[config.mk]
export PLATFORM = sky130hd
export DESIGN_NAME = ps2_key_decoder
export DESIGN_NICKNAME = d
export VERILOG_FILES = /design/src/rtl/ps2_key_decoder.sv
export SDC_FILE = /design/constraint.sdc
export NUM_CORES = 1
export LEC_CHECK = 0
export BUFFER_PORTS_ARGS = -buffer_cell sky130_fd_sc_hd__buf_2
export CORE_MARGIN = 4
export CORE_UTILIZATION = 60
export CTS_BUF_LIST = sky130_fd_sc_hd__clkbuf_4
export CTS_CLUSTER_DIAMETER = 30
export CTS_CLUSTER_SIZE = 20
export DETAILED_ROUTE_END_ITERATION = 8
export HOLD_SLACK_MARGIN = 0.02
export PLACE_DENSITY = 0.9
export SETUP_SLACK_MARGIN = 0.05
export SYNTH_ARGS = -nofsm -noshare
export SYNTH_HDL_FRONTEND = slang
export SYNTH_SLANG_ARGS = --single-unit
[constraint.sdc]
create_clock -name clk_i -period 2.7 [get_ports clk_i]
set_clock_uncertainty 0.1 [all_clocks]
set_input_delay 0.54 -clock clk_i [delete_from_list [all_inputs] [get_ports clk_i]]
set_output_delay 0.54 -clock clk_i [all_outputs]
set_load 0.1 [all_outputs]
[src/rtl/ps2_key_decoder.sv]
// ps2_key_decoder
//   PS/2 keyboard front end for the tank game. It conditions the raw PS/2
//   lines, frames the 11-bit PS/2 words and decodes make/break scancodes,
//   including E0-extended codes. It keeps a held/released bit for each game
//   key and exposes the decoded byte stream.
//
// Ports
//   clk_i, reset_i        system clock, synchronous active-high reset
//   ps2_clk_i, ps2_data_i raw asynchronous PS/2 lines (idle high)
//   player_1_move_o[3:0]  {right D, left A, up W, down S}, 1 = held
//   player_2_move_o[3:0]  {right E0 74, left E0 6B, up E0 75, down E0 72}
//   player_1_shoot_o      Space (29) held
//   player_2_shoot_o      Enter (5A, non-extended) held
//   scancode_o            last decoded non-prefix byte
//   scancode_ext_o        E0 preceded scancode_o
//   scancode_break_o      F0 preceded scancode_o
//   scancode_valid_o      one-cycle pulse when scancode_* update
//   frame_error_o         one-cycle pulse on parity, stop-bit or timeout error
module ps2_key_decoder #(
    parameter int FILTER_LEN     = 8,
    parameter int TIMEOUT_CYCLES = 50000
) (
    input  logic       clk_i,
    input  logic       reset_i,
    input  logic       ps2_clk_i,
    input  logic       ps2_data_i,
    output logic [3:0] player_1_move_o,
    output logic [3:0] player_2_move_o,
    output logic       player_1_shoot_o,
    output logic       player_2_shoot_o,
    output logic [7:0] scancode_o,
    output logic       scancode_ext_o,
    output logic       scancode_break_o,
    output logic       scancode_valid_o,
    output logic       frame_error_o
);

    localparam int FW = $clog2(FILTER_LEN + 1);
    localparam int TW = $clog2(TIMEOUT_CYCLES + 1);

    typedef enum logic [1:0] {
        ST_IDLE,
        ST_DATA,
        ST_PARITY,
        ST_STOP
    } state_t;

    // ------------------------------------------------------------------
    // Input conditioning: synchronizers, clock glitch filter, fall strobe
    // ------------------------------------------------------------------
    logic          r_clk_s1, r_clk_s2;
    logic          r_dat_s1, r_dat_s2;
    logic          r_filt, r_filt_d;
    logic [FW-1:0] r_fcnt;
    logic          w_fall;

    always_ff @(posedge clk_i) begin
        if (reset_i) begin
            r_clk_s1 <= 1'b1;
            r_clk_s2 <= 1'b1;
            r_dat_s1 <= 1'b1;
            r_dat_s2 <= 1'b1;
            r_filt   <= 1'b1;
            r_filt_d <= 1'b1;
            r_fcnt   <= '0;
        end else begin
            r_clk_s1 <= ps2_clk_i;
            r_clk_s2 <= r_clk_s1;
            r_dat_s1 <= ps2_data_i;
            r_dat_s2 <= r_dat_s1;
            r_filt_d <= r_filt;
            // The filtered level only moves after FILTER_LEN differing
            // samples in a row; a single agreeing sample restarts the count.
            if (r_clk_s2 != r_filt) begin
                if (r_fcnt == FW'(FILTER_LEN - 1)) begin
                    r_filt <= r_clk_s2;
                    r_fcnt <= '0;
                end else begin
                    r_fcnt <= r_fcnt + 1'b1;
                end
            end else begin
                r_fcnt <= '0;
            end
        end
    end

    assign w_fall = r_filt_d & ~r_filt;

    // ------------------------------------------------------------------
    // Frame FSM, timeout and byte decode
    // ------------------------------------------------------------------
    state_t        r_state;
    logic [7:0]    r_shift;
    logic [2:0]    r_bitcnt;
    logic          r_par;
    logic [TW-1:0] r_tcnt;
    logic          r_ext_pend;
    logic          r_brk_pend;
    logic          w_good;

    // Odd parity over data + parity bit, and a high stop bit.
    assign w_good = (^{r_shift, r_par}) & r_dat_s2;

    always_ff @(posedge clk_i) begin
        if (reset_i) begin
            r_state          <= ST_IDLE;
            r_shift          <= '0;
            r_bitcnt         <= '0;
            r_par            <= 1'b0;
            r_tcnt           <= '0;
            r_ext_pend       <= 1'b0;
            r_brk_pend       <= 1'b0;
            player_1_move_o  <= '0;
            player_2_move_o  <= '0;
            player_1_shoot_o <= 1'b0;
            player_2_shoot_o <= 1'b0;
            scancode_o       <= '0;
            scancode_ext_o   <= 1'b0;
            scancode_break_o <= 1'b0;
            scancode_valid_o <= 1'b0;
            frame_error_o    <= 1'b0;
        end else begin
            scancode_valid_o <= 1'b0;
            frame_error_o    <= 1'b0;

            // A fall in the cycle the limit is reached wins: the counter
            // clears and no error is raised.
            if (w_fall || r_state == ST_IDLE) begin
                r_tcnt <= '0;
            end else if (r_tcnt == TW'(TIMEOUT_CYCLES - 1)) begin
                r_tcnt        <= '0;
                r_state       <= ST_IDLE;
                r_ext_pend    <= 1'b0;
                r_brk_pend    <= 1'b0;
                frame_error_o <= 1'b1;
            end else begin
                r_tcnt <= r_tcnt + 1'b1;
            end

            if (w_fall) begin
                case (r_state)
                    ST_IDLE: begin
                        if (!r_dat_s2) begin
                            r_shift  <= '0;
                            r_bitcnt <= '0;
                            r_state  <= ST_DATA;
                        end
                    end
                    ST_DATA: begin
                        r_shift  <= {r_dat_s2, r_shift[7:1]};
                        r_bitcnt <= r_bitcnt + 1'b1;
                        if (r_bitcnt == 3'd7)
                            r_state <= ST_PARITY;
                    end
                    ST_PARITY: begin
                        r_par   <= r_dat_s2;
                        r_state <= ST_STOP;
                    end
                    ST_STOP: begin
                        r_state <= ST_IDLE;
                        if (!w_good) begin
                            frame_error_o <= 1'b1;
                            r_ext_pend    <= 1'b0;
                            r_brk_pend    <= 1'b0;
                        end else if (r_shift == 8'hF0) begin
                            r_brk_pend <= 1'b1;
                        end else if (r_shift == 8'hE0) begin
                            r_ext_pend <= 1'b1;
                        end else begin
                            scancode_o       <= r_shift;
                            scancode_ext_o   <= r_ext_pend;
                            scancode_break_o <= r_brk_pend;
                            scancode_valid_o <= 1'b1;
                            r_ext_pend       <= 1'b0;
                            r_brk_pend       <= 1'b0;
                            // Extended and plain codes are separate keys.
                            case ({r_ext_pend, r_shift})
                                9'h023: player_1_move_o[3] <= ~r_brk_pend;
                                9'h01C: player_1_move_o[2] <= ~r_brk_pend;
                                9'h01D: player_1_move_o[1] <= ~r_brk_pend;
                                9'h01B: player_1_move_o[0] <= ~r_brk_pend;
                                9'h174: player_2_move_o[3] <= ~r_brk_pend;
                                9'h16B: player_2_move_o[2] <= ~r_brk_pend;
                                9'h175: player_2_move_o[1] <= ~r_brk_pend;
                                9'h172: player_2_move_o[0] <= ~r_brk_pend;
                                9'h029: player_1_shoot_o   <= ~r_brk_pend;
                                9'h05A: player_2_shoot_o   <= ~r_brk_pend;
                                default: ;
                            endcase
                        end
                    end
                    default: r_state <= ST_IDLE;
                endcase
            end
        end
    end

endmodule

==> results.txt, run 1 <==
The flow ran to the end, and the final reports show no timing, DRC or antenna violations. The initial standard-cell utilization of the core is 0.6193. The detailed-placement wirelength estimate came out at around 3800 µm. The power after layout is 1.555 mW.

The combinational group share of total power is 0.016. The number of global-route vias before repair was 2,179. The number of I/O pins is 26. The clock-pin slew on the worst setup and hold paths is about 0.10 ns. The clock insertion delay at the later pin of the skew report is just over 0.4 ns. The global-route met1 utilization is 0.2482. The DRC marker count from the first detailed-route iteration is 190. Setup repair after global routing left no endpoint under its margin. Of the total power, registers draw 0.610. The tree is rooted in a sky130_fd_sc_hd__clkbuf_4. The post-synthesis compound-gate area fraction came to 0.07314.

The adder-cell area share of the yosys netlist came out at 0.01711. For the finished layout, the period the worst path requires is about 2.3 ns. After floorplanning, the core was divided into 25 placement rows.

Summed over all layers, the global routing overflow is 0. The internal portion of the total power is 1.222 mW. In the final layout, the multi-input gates occupy approximately 0.0015 mm². The count of cells along the worst register-to-register path is 5. Synthesis produced a netlist with a net count of ~330. After detailed routing, the number of remaining DRC violations is 0. The largest family of logic cells by synthesized area is simple AND/OR/NAND/NOR gates. The average wire per cell in the routed design is about 13 µm.

The number of buffers on the longest clock path is 2. The critical path is of the reg2reg type. The total wire length after detailed routing is between 5000 and 6000 µm. The most heavily used metal layer in global routing is met2. The vias per cell came out at 5.588. TritonCTS built the clock tree. In this run the cell area of the synthesized design comes to about 0.0029 mm². In this run the power spent charging and discharging nets is between 0.3 and 0.4 mW. The proportion of synthesized area in mux cells came out at 0.06159. The reported max-cap violation count came out at 0.

The die span in y came out at ~78 µm. The number of instances in the synthesized netlist came out at about 320. The placeable core region is approximately 0.0047 mm². The per-instance average area after synthesis is about 9.2 µm². The share of the yosys chip area belonging to registers came out at 0.4380. The worst setup path is launched from a flip-flop. The signal on the critical path passes through xor2_1 -> xnor3_2 -> xnor2_2 -> or3_2 -> a21oi_1. The accumulated negative setup slack came out at 0 ns. The maximum fanout encountered on the critical timing path is 13. The first global-routing pass estimated 9701 µm of wire. The number of vias after detailed routing is 2,280. The share of synthesized cell area in and, or, nand and nor gates is 0.2956. The number of hold buffers added after CTS was 0. Across all register-to-register paths, the minimum setup slack is around 0.43 ns. The arrival time of data at the critical path endpoint came out at roughly 2.5 ns. The number of enable-type register cells in the synthesized netlist came out at 0. The share of final-layout standard cells stronger than drive strength 1 came out at 0.1584. The highest cell delay on the worst timing path came out at around 0.53 ns. The switching portion of total power came out at 0.2139. The net count of the finished layout is between 300 and 400. The number of clock buffers added by TritonCTS is 9. The antenna violation net count after detailed routing came out at 0. The floorplan die width is about 78 µm.

After synthesis, the share of flip-flops with an asynchronous set or reset is 0. In this run the worst setup path begins at r_shift[2]. The static leakage is ~1.2 nW. The required time of the worst setup path came out at ~3.0 ns.

Synthesis instantiated approximately 50 different standard cells from the library. The total global routing track utilization is 0.2019. The cell at the slowest stage of the critical path is sky130_fd_sc_hd__dfxtp_1. The area of the die is between 0.006 and 0.007 mm². For this run, the number of Yosys warnings is 0.

The prevailing post-synth register cell is sky130_fd_sc_hd__dfxtp_1. The launching point of the worst reg2reg path is r_shift[2]. The number of filler cells placed in the layout came out at ~370. The worst slack on hold paths came out at 0.2060 ns. The tightest min-delay check is of the in2reg type. The maximum clock frequency came out at around 440 MHz. In this run the tightest slew margin relative to its limit is 0.2424. Measured on the finished design, the core utilization comes to 0.6760. The number of instances resized during post-cts repair came out at 0.

The count of buffers added on input and output ports is 25. The post-synthesis share of cell area spent on xor and xnor gates came out at 0.08127. The final hold violation count came to 0. The H-tree depth is 3. In the layout the commonest cells are sky130_fd_sc_hd__dfxtp_1, sky130_fd_sc_hd__nor2_1, sky130_fd_sc_hd__buf_2. The area taken by flip-flops and latches is around 0.0013 mm². The congestion estimate from routability-driven global placement came to ~0.86. The critical path ends at player_2_move_o[3].

The number of optimization iterations in the first detailed-route pass is 4. Power spread over the standard cell area amounts to 486.9 mW/mm². The number of endpoints failing setup at the final stage came out at 0.

The number of setup buffers added after CTS is 0. The initial antenna violation count came out at 0. The cell area after layout came out at about 0.0032 mm². The number of antenna diodes in the final layout is 0.

The peak supply drop is between 0.3 and 0.4 mV. The share of power burned in the clock network came out at 0.374. The worst register-to-register path ends at player_2_move_o[3]. The post-synthesis sequential element count came out at 64. The number of slew-limit violations in the final report is 0. For met3 alone, demand over resource in global routing was 0.04640.

The most common cell after layout, fill and taps aside is sky130_fd_sc_hd__dfxtp_1. The largest net degree at the start of global routing came out at 37. Clock tree synthesis found a total of 64 sinks. The actual slew at the worst max-slew pin came out at about 1.1 ns. Compared with the post-synthesis result, the final layout area differs by 9.153%.

The placed instances occupy a cell area of 0.003074 mm². The met2 routing resource usage after global routing came out at 0.3185. Of the available clock period, the critical path in the final layout requires 0.8395.

The endpoint class of the critical path is a flip-flop.
[flip-flops by register name, summed over array words and instances, names as in the netlist]
name              cells
frame_error_o         1
player_1_move_o       4
player_1_shoot_o      1
player_2_move_o       4
player_2_shoot_o      1
r_bitcnt              3
r_brk_pend            1
r_clk_s1              1
r_clk_s2              1
r_dat_s1              1
r_dat_s2              1
r_ext_pend            1
r_fcnt                4
r_filt                1
r_filt_d              1
r_par                 1
r_shift               8
r_state               2
r_tcnt               16
scancode_break_o      1
scancode_ext_o        1
scancode_o            8
scancode_valid_o      1
[kinds of logic after synthesis]
family,after synthesis
AND/OR/NAND/NOR,153
flip-flops,64
AO/OA/AOI/OAI,32
XOR/XNOR,23
buffers and inverters,23
multiplexers,18
adder cells (fa/ha/maj),4
[worst min-delay path by stage]
stage | end | startpoint | cells after the start | slack [ns]
6_report | r_dat_s1 | ps2_data_i | 2 | 0.21
5_1_grt | r_dat_s1 | ps2_data_i | 2 | 0.20
4_1_cts | r_dat_s1 | ps2_data_i | 2 | 0.20
3_5_place_dp | r_dat_s2 | r_dat_s1 | 1 | 0.29
3_3_place_gp | r_clk_s2 | r_clk_s1 | 1 | 0.29
2_1_floorplan | r_clk_s2 | r_clk_s1 | 1 | 0.29
[per-layer routing]
layer	routed length, µm	up-vias
met5	0	-
met4	182	0
met3	347	19
met2	2549	75
met1	2417	1040
li1	-	1146
[layout make-up]
| class | instances | share of cell area |
|---|---|---|
| Clock buffer | 9 | 0.02116 |
| Inverter | 4 | 0.004702 |
| Timing Repair Buffer | 28 | 0.04624 |
| Clock inverter | 6 | 0.01607 |
| Multi-Input combinational cell | 230 | 0.4843 |
| Sequential cell | 64 | 0.4013 |
| Tap cell | 67 | 0.02625 |
[through the flow]
step                      setup WS [ns]  cells
after floorplan                  0.6728    317
after global placement           0.5266    393
after detailed placement         0.4743    393
after CTS                        0.4478    408
after global routing             0.3050    408
final                            0.4334    408
[power groups by stage]
stage / logic (mW) / registers (mW) / clock network [mW]
after floorplan: 0.0203 / 0.970 / 0
after CTS: 0.0252 / 0.949 / 0.588
final: 0.0253 / 0.949 / 0.581
after detailed placement: 0.0254 / 0.971 / 0
after global routing: 0.0291 / 0.950 / 0.642
after global placement: 0.0249 / 0.970 / 0
[Yosys cell counts (3+ instances only)]
| library cell | n | area [µm²] |
|---|---|---|
| sky130_fd_sc_hd__buf_2 | 3 | 15.01 |
| sky130_fd_sc_hd__or3_1 | 3 | 18.77 |
| sky130_fd_sc_hd__nand2_1 | 12 | 45.04 |
| sky130_fd_sc_hd__nand3_1 | 9 | 45.04 |
| sky130_fd_sc_hd__ha_1 | 4 | 50.05 |
| sky130_fd_sc_hd__a22oi_1 | 10 | 75.07 |
| sky130_fd_sc_hd__nor3_1 | 6 | 30.03 |
| sky130_fd_sc_hd__clkbuf_1 | 14 | 52.55 |
| sky130_fd_sc_hd__nor2b_1 | 5 | 31.28 |
| sky130_fd_sc_hd__xnor2_1 | 11 | 96.34 |
| sky130_fd_sc_hd__dfxtp_1 | 64 | 1281 |
| sky130_fd_sc_hd__nand4_1 | 11 | 68.82 |
| sky130_fd_sc_hd__o21ai_0 | 8 | 40.04 |
| sky130_fd_sc_hd__nand4b_1 | 5 | 43.79 |
| sky130_fd_sc_hd__nor2_1 | 45 | 168.9 |
| sky130_fd_sc_hd__nor3b_1 | 4 | 30.03 |
| sky130_fd_sc_hd__a21oi_1 | 7 | 35.03 |
| sky130_fd_sc_hd__or2_2 | 7 | 43.79 |
| sky130_fd_sc_hd__and4_1 | 3 | 26.28 |
| sky130_fd_sc_hd__xor2_1 | 9 | 78.83 |
| sky130_fd_sc_hd__nand2b_1 | 24 | 150.1 |
| sky130_fd_sc_hd__mux2i_1 | 18 | 180.2 |
| sky130_fd_sc_hd__inv_1 | 4 | 15.01 |
[worst max-delay path, delay by kind of cell (launching register included)]
| kind | cells | cell delay [ns] |
|---|---|---|
| compound gates | 1 | 0.15 |
| xor+xnor | 3 | 0.94 |
| flops | 1 | 0.53 |
| simple gates | 1 | 0.49 |
(Power assumes the default switching activity.)
==> run 2, diff against run 1 <==
ABC_AREA = 1   (was not set)
CORE_UTILIZATION = 56   (was 60)
PLACE_DENSITY = 0.88   (was 0.9)
clock period = 1.85 ns   (was 2.7 ns; I/O delays follow)
==> run 2 against run 1 <==
- critical endpoint is now scancode_o[6]
- worst setup slack lost 0.33 ns
- global-route usage grew 1.6 points
- hold slack gained 0.0027 ns
- critical path type unchanged
==> results.txt, run 2 <==
The hold-critical path depth came out at 3. Compared with the post-synthesis result, the final layout area differs by 18.22%. The total global routing overflow is 0. Of all cell types, the one taking the most synthesized area is sky130_fd_sc_hd__dfxtp_1. Of the post-synthesis cell area, the dominant cell type holds 0.3784. The cell row count is 28.

Final hold analysis gives a worst-case slack of 0.2087 ns. The path class of the tightest hold or removal check is in2reg. The launching point of the worst reg2reg path is r_shift[4]. The pre-CTS setup slack came out at 0.05179 ns. The register with the most flip-flops in the layout has 16 of them.

The total inserted antenna cells came out at 0. The number of optimization iterations in the first detailed-route pass is 6. The initial standard-cell utilization of the core is 0.5753. The flow ran to the end, and the final reports show no timing, DRC or antenna violations. The congestion estimate from routability-driven global placement came to approximately 0.9. The count of cells along the worst register-to-register path is 10. The clock buffer count from CTS came out at 9. Subtracting the final worst setup slack from the clock period gives 1.744 ns. The number of global-route vias before repair came to ~3,100.

The largest registers in the layout are r_tcnt x16, r_shift x8, scancode_o x8. The CTS sink count is between 60 and 70. The part of the total power dissipated in sequential elements came out at 0.581. The share of synthesized cell area in and, or, nand and nor gates is 0.3987.

The worst reg2reg path endpoint is scancode_o[6]. The path with the worst hold slack has its endpoint at r_filt. The number of buffer and inverter instances along the worst setup path came out at 2. The share of the yosys chip area belonging to registers is 0.3784. Of the available clock period, the critical path in the final layout requires 0.9425.

The worst path setup slack after routing came out at about 0.11 ns. Wires add up to between 7000 and 8000 µm. The maximum fanout encountered on the critical timing path came out at 7. The signal on the critical path passes through xor2_2 -> nand2_1 -> nand2_1 -> nand3_1 -> nand2_2 -> nand4_1 -> buf_6 -> nand2_2 -> inv_2 -> nor2_2. The most common cell in the synthesized netlist is sky130_fd_sc_hd__nand2_1. Across the VDD grid, the largest voltage drop is a little under 0.8 mV. The library cell used most frequently in the layout, excluding fill and tap cells, is sky130_fd_sc_hd__nand2_1.

The net count of the finished layout is between 500 and 600. For this run, design rule violations remaining after detail routing come to 0. The number of enable-type register cells in the synthesized netlist is 0. The worst slew slack as a fraction of its limit came out at 0.6712. In this run the count of I/O pins placed on the die edge is 26. Of the total power, the clock network draws 0.399. The internal cell power is approximately 1.8 mW. The final core utilization is 0.6801. The clock-pin slew on the worst setup and hold paths came out at roughly 0.11 ns.

The static leakage is approximately 1.7 nW. On the critical path, the stage with the largest delay is an instance of sky130_fd_sc_hd__dfxtp_2. The clock insertion delay at the later pin of the skew report is around 0.42 ns. The worst hold path begins at reset_i.

The tree is rooted in a sky130_fd_sc_hd__clkbuf_4. The total global routing track utilization is 0.2181. The area of the mapped netlist is 0.003386 mm². The switching portion of total power is 0.2400. The proportion of synthesized area in mux cells is 0. The per-instance average area after synthesis came out at about 6.7 µm². The reg-to-reg setup timing slack came out at between 0.1 and 0.15 ns. The combinational group share of total power is 0.021. In the synthesized netlist the dominant register cell turns out to be sky130_fd_sc_hd__dfxtp_1. The count of nets left with antenna violations once routing finished came out at 0. The cell area after layout came out at 0.004003 mm². The final hold violation count is 0.

The port buffer count came out at 25. The floorplan die width came out at around 86 µm. Leaving out fill and tap cells, the most frequent cells in the layout are sky130_fd_sc_hd__nand2_1, sky130_fd_sc_hd__inv_1, sky130_fd_sc_hd__nor2_1. The cell area reported after detailed placement is approximately 0.0036 mm². The maximum clock frequency came out at between 500 and 600 MHz. The post-synthesis share of cell area spent on xor and xnor gates is 0.01774. Entering global routing, the biggest net connects 31 pins. The distinct cell type count of the synthesized netlist is 37.

Setup repair after global routing could not meet its margin everywhere. After detailed routing, the average wire length per cell comes to between 10 and 15 µm. The tool flagged a number of max-cap violations equal to 0. Ranked by instance count, the synthesized netlist is headed by sky130_fd_sc_hd__nand2_1, sky130_fd_sc_hd__inv_1, sky130_fd_sc_hd__dfxtp_1. The highest cell delay on the worst timing path came out at about 0.45 ns. The number of endpoints failing setup at the final stage came out at 0.

The kind of cell adding the most delay to the critical path is simple AND/OR/NAND/NOR gates. The placeable core region came out at approximately 0.006 mm². The count of yosys warnings during synthesis is 0. Counting every net in the synthesized netlist gives slightly above 500. The endpoint class of the critical path is a flip-flop. The H-tree depth is 3. Yosys attributes the largest share of cell area to sky130_fd_sc_hd__dfxtp_1, sky130_fd_sc_hd__nand2_1, sky130_fd_sc_hd__inv_1, sky130_fd_sc_hd__nand4_1, sky130_fd_sc_hd__nor2_1. The share of final-layout standard cells stronger than drive strength 1 came out at 0.2595.

The post-synthesis compound-gate area fraction is 0.06282. The detailed-placement wirelength estimate is 5181 µm. The initial antenna violation count is 0.

The first-pass GRT wire length came out at about 13,000 µm. The proportion of synthesized flip-flops having asynchronous set or reset is 0. The number of slew-limit violations in the final report came out at 0. The switching power is 0.5698 mW. The largest family of logic cells by synthesized area is simple AND/OR/NAND/NOR gates. The number of vias after detailed routing came out at between 3,000 and 4,000. The TritonCTS clock tree is yes. After the first detailed-routing iteration, the DRC count stood at between 300 and 400. The power per standard cell area is approximately 590 mW/mm². The power after layout came out at between 2 and 2.5 mW. The register ranked first by flip-flop count is r_tcnt. The adder-cell area share of the yosys netlist is 0.01478.

The actual slew at the worst max-slew pin came out at 0.4966 ns. The arrival time of data at the critical path endpoint is 2.02 ns. The post-synthesis sequential element count is 64. The vias per cell is 5.302. Counting along the longest clock path gives a buffer depth of 2. The startpoint-to-endpoint class of the critical path is reg2reg.

At the worst endpoint, the required time is 2.13 ns. Measured along the y axis, the die boundary spans roughly 86 µm. The number of instances in the synthesized netlist came out at ~510.

STA classifies the critical path startpoint as a flip-flop. The area of the die is roughly 0.0074 mm².
[run 2: kinds of logic (layout without fill, tap and decap cells)]
| logic type | after synthesis | in the layout |
|---|---|---|
| AOI/OAI and AO/OA | 39 | 39 |
| xor gates and xnor gates | 6 | 6 |
| adders and majority gates | 4 | 4 |
| buffers and inverters | 103 | 151 |
| DFF | 64 | 64 |
| and+or+nand+nor | 291 | 291 |
[run 2: what timing repair did]
item	4_1_cts	5_1_grt
resized for setup	1	57
cloned	0	1
hold buffers	2	0
endpoints found under the hold margin	2	0
endpoints found under the setup margin	3	26
buffers inserted	0	7
pin swaps	0	17
[run 2: worst max path at each step]
stage / startpoint / to / slack, ns / cells after the start
after global routing: r_shift[2] / scancode_o[6] / -0.03 / 14
after detailed placement: r_shift[1] / player_1_shoot_o / 0.05 / 12
final: r_shift[4] / scancode_o[6] / 0.11 / 10
after global placement: r_shift[1] / scancode_o[1] / 0.12 / 12
after floorplan: r_shift[1] / player_1_move_o[0] / 0.23 / 13
after CTS: r_shift[6] / player_2_move_o[2] / 0.09 / 12
[run 2: power by group through the flow]
stage	sequential, mW	clock [mW]	combinational, mW
4_1_cts	1.39	0.959	0.0476
3_3_place_gp	1.42	0	0.0430
5_1_grt	1.38	1.03	0.0545
2_1_floorplan	1.41	0	0.0335
6_report	1.38	0.946	0.0488
3_5_place_dp	1.42	0	0.0444
[run 2: layer usage]
metal | up-vias | global-route usage | wire (µm)
met2 | 111 | 0.3743 | 3768
met3 | 21 | 0.05283 | 446
met4 | 0 | 0.07914 | 178
li1 | 1691 | - | -
met5 | - | 0 | 0
met1 | 1517 | 0.2651 | 3311
[run 2: worst reg2reg max path, cell delays in order (launching register included)]
cell and delay (ns):
sky130_fd_sc_hd__dfxtp_2 0.45, sky130_fd_sc_hd__xor2_2 0.22, sky130_fd_sc_hd__nand2_1 0.07, sky130_fd_sc_hd__nand2_1 0.09
sky130_fd_sc_hd__nand3_1 0.09, sky130_fd_sc_hd__nand2_2 0.10, sky130_fd_sc_hd__nand4_1 0.20, sky130_fd_sc_hd__buf_6 0.21
sky130_fd_sc_hd__nand2_2 0.07, sky130_fd_sc_hd__inv_2 0.03, sky130_fd_sc_hd__nor2_2 0.06
[run 2: final cells by class]
| class | count | area [µm²] |
|---|---|---|
| Fill cell | 462 | 1883 |
| Multi-Input combinational cell | 340 | 1757 |
| Sequential cell | 64 | 1310 |
| Timing Repair Buffer | 55 | 391.6 |
| Inverter | 80 | 310.3 |
| Tap cell | 75 | 93.84 |
| Clock inverter | 7 | 72.57 |
| Clock buffer | 9 | 67.56 |
[run 2: per-stage QoR]
stage / setup TNS (ns) / instances
floorplan: 0 / 507
global placement: 0 / 604
detailed placement: 0 / 604
CTS: 0 / 622
global route: -0.07582 / 630
finish: 0 / 630
==> run 3, diff against run 2 <==
CORE_MARGIN = not set   (was 4)
CORE_UTILIZATION = 35   (was 56)
PLACE_DENSITY = 0.63   (was 0.88)
==> run 3 against run 2 <==
- via count decreased by 4.1%
- sequential cell count is the same
- global-route usage decreased by 5.2 points
- sequential power barely moved
- core utilization down 25 points
- clock power grew 30%
- cell area up 0.84%
- clock-buffer cell count did not move
- worst setup slack gained 0.017 ns
- die area grew 37%
- cell count rose by 7.6%
- largest power group unchanged
==> results.txt, run 3 (synthesized netlist as in run 2, its figures left out) <==
The TritonCTS clock tree is yes. The total inserted antenna cells came out at 0. The fraction of met3 tracks used by global routing came out at 0.04457. The most common cell after layout, fill and taps aside is sky130_fd_sc_hd__nand2_1. The number of buffers on the longest clock path came out at 2. The final cycle utilization of the critical path came out at 0.9331. Setup repair after global routing could not meet its margin everywhere. The antenna violation net count after detailed routing is 0. The number of global-route vias before repair is around 3,000.

The final hold violation count came out at 0. The number of slew-limit violations in the final report came out at 0. The initial standard-cell utilization of the core is 0.3647.

The net count of the finished layout came out at ~550. The worst path setup slack after routing is approximately 0.12 ns. For met1 alone, demand over resource in global routing was 0.2066.

At the pin with the least slew margin, the transition time is ~0.5 ns. The power per standard cell area is 657.6 mW/mm². In this run the tool buffered the top-level ports with 25 buffer cells. The library cells used most frequently in the layout, excluding fill and tap cells, are sky130_fd_sc_hd__nand2_1, sky130_fd_sc_hd__inv_1, sky130_fd_sc_hd__nor2_1. The static leakage came out at around 1.7 nW. The clock buffer count from CTS came out at 9. The largest net degree at the start of global routing came out at 30. The floorplan die width came out at 100.4 µm. The worst min-delay path class is in2reg.

The average wire per cell in the routed design is 11.19 µm. The number of endpoints failing setup at the final stage came out at 0. The total global routing overflow is 0. The largest registers in the layout are r_tcnt x16, r_shift x8, scancode_o x8. The H-tree depth came out at 3.

The clock-pin slew on the worst setup and hold paths came out at 0.13 ns. The register with the most flip-flops in the final layout is r_tcnt. After floorplanning, the core was divided into 35 placement rows. The endpoint class of the critical path is a flip-flop. The detailed-route DRC error count came out at 0. The arrival time of data at the critical path endpoint came out at ~1.9 ns. The shortest clock period the worst path allows after layout is between 1.5 and 2 ns.

The power after layout came out at between 2 and 3 mW. The detailed-placement wirelength estimate is between 5000 and 6000 µm. The count of cells in the finished layout, fillers not included, comes to approximately 680.

The maximum fanout encountered on the critical timing path came out at 4. The total global routing track utilization is 0.1662. The reported max-cap violation count is 0.

At the worst endpoint, the required time is around 2 ns. Traced cell by cell, the critical path runs through inv_1 -> nand4_1 -> nor4_1 -> nand3_1 -> a22oi_1 -> nor2_1. The placeable core region came out at between 0.009 and 0.01 mm².

The first-pass GRT wire length is around 13,000 µm. The met2 routing resource usage after global routing came out at 0.2792. On the worst path, the slowest cell contributes a delay of 0.36 ns.

The final weighted congestion in routability-driven placement is just over 0.9. The number of flip-flops under the largest register name is 16. The slowest stage of the critical path is the sky130_fd_sc_hd__dfxtp_1 cell. In the final layout, the share of cells above drive strength 1 is 0.2113. The post-placement cell count is approximately 660. The critical path startpoint category is a flip-flop. The peak supply drop came out at 0.5506 mV.

The worst setup path is of the reg2reg kind. For this run, the top clock speed supported by timing is a little under 600 MHz. After global routing, the most crowded layer is met2. The number of optimization iterations in the first detailed-route pass is 4. The clock insertion delay at the later pin of the skew report came out at roughly 0.41 ns. The die covers just over 0.01 mm². The number of vias after detailed routing is 3,204. The worst slew slack as a fraction of its limit came out at 0.6676. The vias per cell came out at 4.726. The pre-CTS setup slack is 0.02835 ns.

The DRC marker count from the first detailed-route iteration is between 150 and 200. The number of I/O pins came out at 26. The run finished with clean final reports. The cell at the root of the clock tree is sky130_fd_sc_hd__clkbuf_4. For this block, the routed nets add up to between 7000 and 8000 µm of wire. The CTS sink count is 64. The initial antenna violation count is 0. Measured along the y axis, the die boundary spans around 100 µm. The area growth from synthesis to layout is 19.22%.
[run 3: changes by cell type in the layout (fill, tap and decap cells not counted), sizes merged]
cell,previous run,this run
bufinv,1,3
clkinv,5,2
inv,79,80
buf,53,47
[run 3: area by class of cell]
class | instances | area [µm²]
multi-input cells | 340 | 1729
inverters | 80 | 305.3
clock inverters | 7 | 117.6
well taps | 129 | 161.4
flip-flops and latches | 64 | 1313
repair buffers | 49 | 342.8
fillers | 1008 | 5248
clock buffers | 9 | 67.56
[run 3: repair_timing]
action,in CTS,in global routing
cloned,0,0
hold endpoints to repair,2,0
resized for setup,2,33
endpoints found under the setup margin,9,27
pin swaps,0,0
setup buffers,0,1
hold buffers,2,0
[run 3: metrics by stage]
stage	area (µm²)	utilization	hold slack [ns]	setup TNS [ns]
after floorplan	3386	-	0.2895	0
after global placement	3724	0.4011	0.2940	0
after detailed placement	3724	0.4011	0.2932	0
after CTS	3931	0.4235	0.2202	0
after global routing	4036	0.4348	0.2326	-0.03940
final	4036	0.4348	0.2487	0
[run 3: routing by layer]
| metal | wire length, µm | part of all wire | vias up |
|---|---|---|---|
| li1 | - | - | 1681 |
| met1 | 3613 | 0.48 | 1446 |
| met2 | 3566 | 0.47 | 68 |
| met3 | 306 | 0.040 | 9 |
| met4 | 99 | 0.013 | 0 |
| met5 | 0 | 0 | - |
[run 3: worst paths after layout]
| path | cells past startpoint | to | startpoint | slack (ns) |
|---|---|---|---|---|
| max reg2reg | 6 | r_ext_pend | r_tcnt[7] | 0.12 |
| max | 6 | r_ext_pend | r_tcnt[7] | 0.12 |
| min reg2reg | 1 | r_clk_s2 | r_clk_s1 | 0.32 |
| min | 3 | r_shift[3] | reset_i | 0.25 |
[run 3: worst max-delay path: cells and delay by family (launching register included)]
kind                   cells  cell delay, ns
and+or+nand+nor            4            0.74
DFF                        1            0.36
buffers and inverters      1            0.18
AOI/OAI and AO/OA          1            0.23
[run 3: report_power, final]
part	internal [mW]	switching, mW	total (mW)	leakage [nW]
logic	0.0189	0.0290	0.0479	1.10
clock network	0.684	0.547	1.23	0.0902
registers	1.37	0.00309	1.38	0.525
total	2.08	0.579	2.65	1.71
